**src/rtl/racing_pkg.sv**
```systemverilog
// Shared definitions for the racing game datapath: paddle FSM encoding,
// paddle position constants and the rounding average used when smoothing.
package racing_pkg;

  typedef enum logic [1:0] {
    PADDLE_IDLE     = 2'd0,
    PADDLE_ARMED    = 2'd1,
    PADDLE_CAPTURED = 2'd2
  } paddle_state_e;

  localparam logic [7:0] PADDLE_RESET_POS = 8'd128;
  localparam logic [7:0] PADDLE_TIMEOUT   = 8'hFF;

  // Sum is kept at 9 bits so 255 averaged with 255 stays 255.
  function automatic logic [7:0] paddle_round_avg(input logic [7:0] a,
                                                  input logic [7:0] b);
    logic [8:0] sum;
    sum = {1'b0, a} + {1'b0, b} + 9'd1;
    return sum[8:1];
  endfunction

endpackage

```
**src/rtl/paddle_channel.sv**
```systemverilog
// One paddle axis: synchronises the comparator, filters the first low scanline
// of the frame and commits the (optionally smoothed) position at vsync.
module paddle_channel
  import racing_pkg::*;
#(
  parameter int         FILTER_LINES = 2,
  parameter bit         SMOOTH       = 1'b1,
  parameter logic [7:0] TIMEOUT_VAL  = PADDLE_TIMEOUT
) (
  input  logic          clk,
  input  logic          reset,
  input  logic          paddle,
  input  logic          hs_rise,
  input  logic          vs_rise,
  input  logic [8:0]    vpos,
  output logic [7:0]    pos,
  output logic          timeout,
  output paddle_state_e state
);

  localparam logic [2:0] FILT = 3'(FILTER_LINES);

  logic       p_s1;
  logic       p_s2;
  logic [2:0] lowcnt;
  logic [7:0] cand;
  logic [7:0] pending;
  logic [7:0] commit_val;
  logic [7:0] first_pos;
  logic [7:0] next_pos;
  logic       sample_ok;

  assign commit_val = (state == PADDLE_CAPTURED) ? pending : TIMEOUT_VAL;
  assign next_pos   = SMOOTH ? paddle_round_avg(pos, commit_val) : commit_val;
  // Lines 256 and up are outside the playfield; their samples are skipped.
  assign sample_ok  = hs_rise & ~vpos[8];
  // With a one-line filter the candidate register is not yet loaded.
  assign first_pos  = (lowcnt == 3'd0) ? vpos[7:0] : cand;

  always_ff @(posedge clk or negedge reset) begin
    if (!reset) begin
      p_s1    <= 1'b0;
      p_s2    <= 1'b0;
      lowcnt  <= 3'd0;
      cand    <= 8'd0;
      pending <= 8'd0;
      pos     <= PADDLE_RESET_POS;
      timeout <= 1'b0;
      state   <= PADDLE_IDLE;
    end else begin
      p_s1 <= paddle;
      p_s2 <= p_s1;
      case (state)
        PADDLE_IDLE: begin
          if (vs_rise) begin
            state  <= PADDLE_ARMED;
            lowcnt <= 3'd0;
          end
        end
        PADDLE_ARMED: begin
          // vs_rise wins over a coincident hs_rise; that line's sample is dropped.
          if (vs_rise) begin
            pos     <= next_pos;
            timeout <= 1'b1;
            lowcnt  <= 3'd0;
          end else if (sample_ok) begin
            if (!p_s2) begin
              if (lowcnt == 3'd0) cand <= vpos[7:0];
              if (lowcnt + 3'd1 == FILT) begin
                pending <= first_pos;
                lowcnt  <= 3'd0;
                state   <= PADDLE_CAPTURED;
              end else begin
                lowcnt <= lowcnt + 3'd1;
              end
            end else begin
              lowcnt <= 3'd0;
            end
          end
        end
        PADDLE_CAPTURED: begin
          if (vs_rise) begin
            pos     <= next_pos;
            timeout <= 1'b0;
            lowcnt  <= 3'd0;
            state   <= PADDLE_ARMED;
          end
        end
        default: state <= PADDLE_IDLE;
      endcase
    end
  end

endmodule

```
**src/rtl/paddle_digitizer.sv**
```systemverilog
// Digitises both analog paddles into per-frame 8-bit positions; shares the
// hsync/vsync edge detectors and issues one valid pulse per commit.
module paddle_digitizer
  import racing_pkg::*;
#(
  parameter int         FILTER_LINES = 2,
  parameter bit         SMOOTH       = 1'b1,
  parameter logic [7:0] TIMEOUT_VAL  = PADDLE_TIMEOUT
) (
  input  logic       clk,
  input  logic       reset,
  input  logic       hpaddle,
  input  logic       vpaddle,
  input  logic       hsync,
  input  logic       vsync,
  input  logic [8:0] vpos,
  output logic [7:0] paddle_x,
  output logic [7:0] paddle_y,
  output logic       paddle_valid,
  output logic [1:0] paddle_timeout
);

  logic          hsync_q;
  logic          vsync_q;
  logic          hs_rise;
  logic          vs_rise;
  logic          x_timeout;
  logic          y_timeout;
  paddle_state_e x_state;
  paddle_state_e y_state;

  assign hs_rise        = hsync & ~hsync_q;
  assign vs_rise        = vsync & ~vsync_q;
  assign paddle_timeout = {y_timeout, x_timeout};

  // Both channels arm on the same vs_rise, so either being out of IDLE means a commit.
  always_ff @(posedge clk or negedge reset) begin
    if (!reset) begin
      hsync_q      <= 1'b0;
      vsync_q      <= 1'b0;
      paddle_valid <= 1'b0;
    end else begin
      hsync_q      <= hsync;
      vsync_q      <= vsync;
      paddle_valid <= vs_rise & ((x_state != PADDLE_IDLE) | (y_state != PADDLE_IDLE));
    end
  end

  paddle_channel #(
    .FILTER_LINES(FILTER_LINES),
    .SMOOTH      (SMOOTH),
    .TIMEOUT_VAL (TIMEOUT_VAL)
  ) u_x (
    .clk    (clk),
    .reset  (reset),
    .paddle (hpaddle),
    .hs_rise(hs_rise),
    .vs_rise(vs_rise),
    .vpos   (vpos),
    .pos    (paddle_x),
    .timeout(x_timeout),
    .state  (x_state)
  );

  paddle_channel #(
    .FILTER_LINES(FILTER_LINES),
    .SMOOTH      (SMOOTH),
    .TIMEOUT_VAL (TIMEOUT_VAL)
  ) u_y (
    .clk    (clk),
    .reset  (reset),
    .paddle (vpaddle),
    .hs_rise(hs_rise),
    .vs_rise(vs_rise),
    .vpos   (vpos),
    .pos    (paddle_y),
    .timeout(y_timeout),
    .state  (y_state)
  );

endmodule

```
**config.mk**
```make
export PLATFORM = sky130hd
export DESIGN_NAME = paddle_digitizer
export DESIGN_NICKNAME = d
export VERILOG_FILES = /design/src/rtl/racing_pkg.sv /design/src/rtl/paddle_channel.sv /design/src/rtl/paddle_digitizer.sv
export SDC_FILE = /design/constraint.sdc
export NUM_CORES = 1
export LEC_CHECK = 0
export ABC_CLOCK_PERIOD_IN_PS = 2520
export BUFFER_PORTS_ARGS = -buffer_cell sky130_fd_sc_hd__buf_2
export CORE_ASPECT_RATIO = 0.6
export CORE_UTILIZATION = 30
export DETAILED_ROUTE_END_ITERATION = 12
export PLACE_DENSITY = 0.51
export SYNTH_ARGS = -nofsm -noshare
export SYNTH_HDL_FRONTEND = slang
export SYNTH_SLANG_ARGS = --single-unit
export TNS_END_PERCENT = 50
```
**constraint.sdc**
```tcl
create_clock -name clk -period 2.52 [get_ports clk]
set_clock_uncertainty 0.1 [all_clocks]
set_input_delay 0.126 -clock clk [delete_from_list [all_inputs] [get_ports clk]]
set_output_delay 0.126 -clock clk [all_outputs]
set_load 0.05 [all_outputs]
```
==> summary.txt <==
Die
  – Die Y: approximately 90 um
  – Starting density of the core: a little under a third
  – Core Area: 0.0121 mm^2
  – Die W: about 150 um
  – Die area: ~0.013 mm^2
  – Row cnt: 31
  – Top-Level Pins: 34

Routing
  – Iter 0 DRT Violations: around 150
  – First-pass iteration count of the detailed router: 4
  – # DRC: 0
  – Vias per cell: between 4 and 5
  – Remaining antenna violation count: 0
  – Drt wl/cell: between 10 and 15 um
  – Via count: approximately 2800
  – Total Wirelength: approximately 8100 um

STA
  – Max frequency: about 0.42 GHz
  – Final min period: approximately 2400 ps
  – Final WS setup: 161 ps
  – Max_slew headroom: 68.1%
  – Fin crit share: a little over nine tenths
  – Worst hold margin: approximately 240 ps
  – Max-slew violations: 0
  – Final setup viols: 0
  – TNS Setup: 0 ps
  – Final hold violations: 0
  – RSZ-0062 raised after global routing: no
  – Worst slew pin tran: 474 ps

Clocking
  – H-tree levels: 3
  – Clk_lat worst skew: 330 ps
  – Num CTS Buffers: 9
  – CTS clk-pin slew, worst paths: around 60 ps
  – Root Buffer: clkbuf_16
  – CTS tree: built
  – Clock Sinks: 67
  – CTS Buffer Depth: 2

Placement
  – Port bufs: 33
  – Final HPWL DP: approximately 6000 um
  – Routability cong.: just under 0.8
  – Setup WS pre-CTS: about 4.7 ps

Critical path
  – Slowest stage cell, crit path: dfrtp_1
  – CP Max Fanout: 9
  – Crit-path max cell delay: 380 ps
  – Crit. End Element: flop
  – Internal reg-to-reg setup slack: 160 ps
  – Worst r2r src: u_x.state[0]
  – Worst EP arrival: around 2500 ps
  – Crit Path Class: reg -> reg
  – CP required: 2620 ps
  – FF-to-FF path depth: 10
  – Critical R2R Capture: u_x.pos[5]
  – Crit path cell chain: inv_1, ha_2, buf_6, nand2b_1, ha_1, or2_2, o221ai_2, nand2_1, a211oi_1, o31ai_1
  – Critical Path Source Type: flop
  – Setup crit start: u_x.state[0]

Cells and area
  – Inserted Diodes: 0
  – Total Nets Final: about 470
  – Fraction of layout cells with a size suffix above 1: 24.0%
  – Synth-to-layout area growth: 26.1%
  – # fillers: roughly 1200

Yosys
  – Synthesized area: between 0.003 and 0.004 mm^2
  – Top-area cell type share of the netlist area: a little over two fifths
  – Largest cells by area after synthesis: dfrtp_1, ha_1, o21ai_0
  – Cell taking the most area after synthesis: dfrtp_1
  – Post-Syn Instances: ~360
  – Post-synthesis register bit count: between 60 and 70
  – Unique masters post-synth: 51
  – FFs w/ async S/R, synth: 100%
  – Net Count, Synth: slightly above 400
  – Syn_area_per_cell: between 10 and 15 um^2
  – Prevailing post-synth register cell: dfrtp_1
  – EDFF count, synth: 0
  – YS warnings: 0
  – Register area share after synthesis: 44.7%

Job
  – Count of maximum capacitance violations: 0

Pwr
  – P per Cell Area: approximately 1200 mW/mm^2
  – Sw Ratio: about two fifths
  – Net Sw Power: around 2100 uW
  – Clock power frac: between 20 and 30%
  – Comb power frac: 42.0%
  – Sequential Power Share: 29.7%
  – P_int: roughly 3400 uW
  – Peak supply drop: ~0.00038 V
  – Cell leakage power: 0.00214 uW

Outcome
  – Status: finished, final reports clean

GRT
  – Antenna violations before repair: 0
  – First-pass GRT wire length: 13500 um
  – Vias in the first global route: around 2600
  – GRT Total Usage: between 10% and 20%
  – Largest net degree at the start of global routing: ~70
  – Gr ovfl total: 0

Hold path
  – Worst hold path type: in -> async
==> what timing repair did <==
action / CTS / global route
hold buffers: 13 / 0
endpoints found under the setup margin: 1 / 6
gates resized for setup: 1 / 12
setup buffers: 0 / 0
pin swaps: 0 / 3
hold endpoints to repair: 85 / 0
==> flip-flops by register name, summed over array words and instances, names as in the netlist, 2 cells and up <==
register	cells
u_y.cand	8
u_x.lowcnt	3
u_x.cand	8
u_x.state	2
u_y.lowcnt	3
u_y.pending	8
u_y.state	2
u_x.pos	8
u_y.pos	8
u_x.pending	8
==> cells in the final DEF, fill, tap and decap left out, types with 3 or more instances in the layout <==
master	count
dfrtp_1	65
nand2_1	45
o21ai_0	41
buf_2	33
ha_1	26
nand2b_1	20
mux2i_1	18
mux2_2	17
inv_1	16
nor2_1	14
dlygate4sd3_1	13
buf_4	12
a21oi_1	10
clkbuf_16	9
nor3b_1	6
xnor2_1	5
o21ai_1	4
xor2_1	4
bufinv_16	4
nand3_1	3
nor4b_1	3
nor3_1	3
a21boi_0	3
==> per-stage QoR <==
| stage | total power [uW] | utilization [%] | area [um^2] | cells |
|---|---|---|---|---|
| after global routing | 5920 | 39.0 | 4730 | 590 |
| after detailed placement | 3930 | 34.4 | 4180 | 561 |
| after CTS | 5550 | 38.6 | 4680 | 590 |
| after global placement | 3880 | 34.4 | 4180 | 561 |
| final | 5560 | 39.0 | 4730 | 590 |
| after floorplan | 3350 | - | 3750 | 362 |
==> worst max-delay path by stage <==
stage,endpoint,cells past startpoint
3_3_place_gp,u_y.pos[5],9
4_1_cts,u_y.pos[6],9
5_1_grt,u_x.pos[5],10
6_report,u_x.pos[5],10
2_1_floorplan,u_x.pos[6],10
3_5_place_dp,u_y.pos[5],9
==> power by group through the flow <==
stage	Combinational, uW	Clock [uW]	Sequential, uW
after floorplan	1340	0	2010
after detailed placement	2260	0	1670
after global placement	2230	0	1660
final	2330	1570	1650
after CTS	2290	1620	1650
after global routing	2560	1660	1710
==> area by class of cell <==
type	count	area [um^2]	area share (%)
clock buffers	10	239	5.05
clock inverters	6	136	2.88
inverters	16	60.1	1.27
multi-input cells	266	2000	42.2
flip-flops and latches	67	1680	35.5
well taps	165	206	4.36
repair buffers	60	417	8.80
==> synth_stat cells, drive strengths merged, types with 2 or more instances <==
library cell,instances
o21bai,2
nor3,5
ha,29
nand2,46
nor2b,2
nand3,5
xor2,4
nor2,15
o31ai,2
and2b,2
inv,16
nor4b,5
a21boi,3
or3b,2
a211oi,2
clkbuf,4
dfrtp,65
buf,9
nand2b,20
dfstp,2
a21oi,11
and3,2
mux2,17
o31a,2
mux2i,18
fa,2
xnor2,5
nor3b,6
o21ai,45
==> cell families (layout without fill, tap and decap cells) <==
| family | Yosys count | in the layout | synth area share, % |
|---|---|---|---|
| adders and majority gates | 31 | 31 | 10.7 |
| DFF | 67 | 67 | 44.7 |
| muxes | 35 | 35 | 9.90 |
| and+or+nand+nor | 114 | 114 | 16.7 |
| buffers and inverters | 29 | 92 | 3.40 |
| xor gates and xnor gates | 9 | 9 | 2.10 |
| AOI/OAI and AO/OA | 77 | 77 | 12.4 |
==> per-layer routing <==
layer	global-route usage (%)	routed length [um]	part of all wire (%)	up-vias
met5	0	0	0	-
met4	4.83	81	1.0	0
met3	3.71	271	3.3	6
met2	18.2	3190	39	33
met1	20.2	4570	56	1342
li1	-	-	-	1393
==> critical path, delay by kind of cell, from the launching register on <==
kind | cells | cell delay [ps]
buffers and inverters | 2 | 250
AO/OA/AOI/OAI | 3 | 550
flip-flops | 1 | 380
adder cells (fa/ha/maj) | 2 | 460
AND/OR/NAND/NOR | 3 | 480
Note: power is estimated with default switching activity, not from simulation.
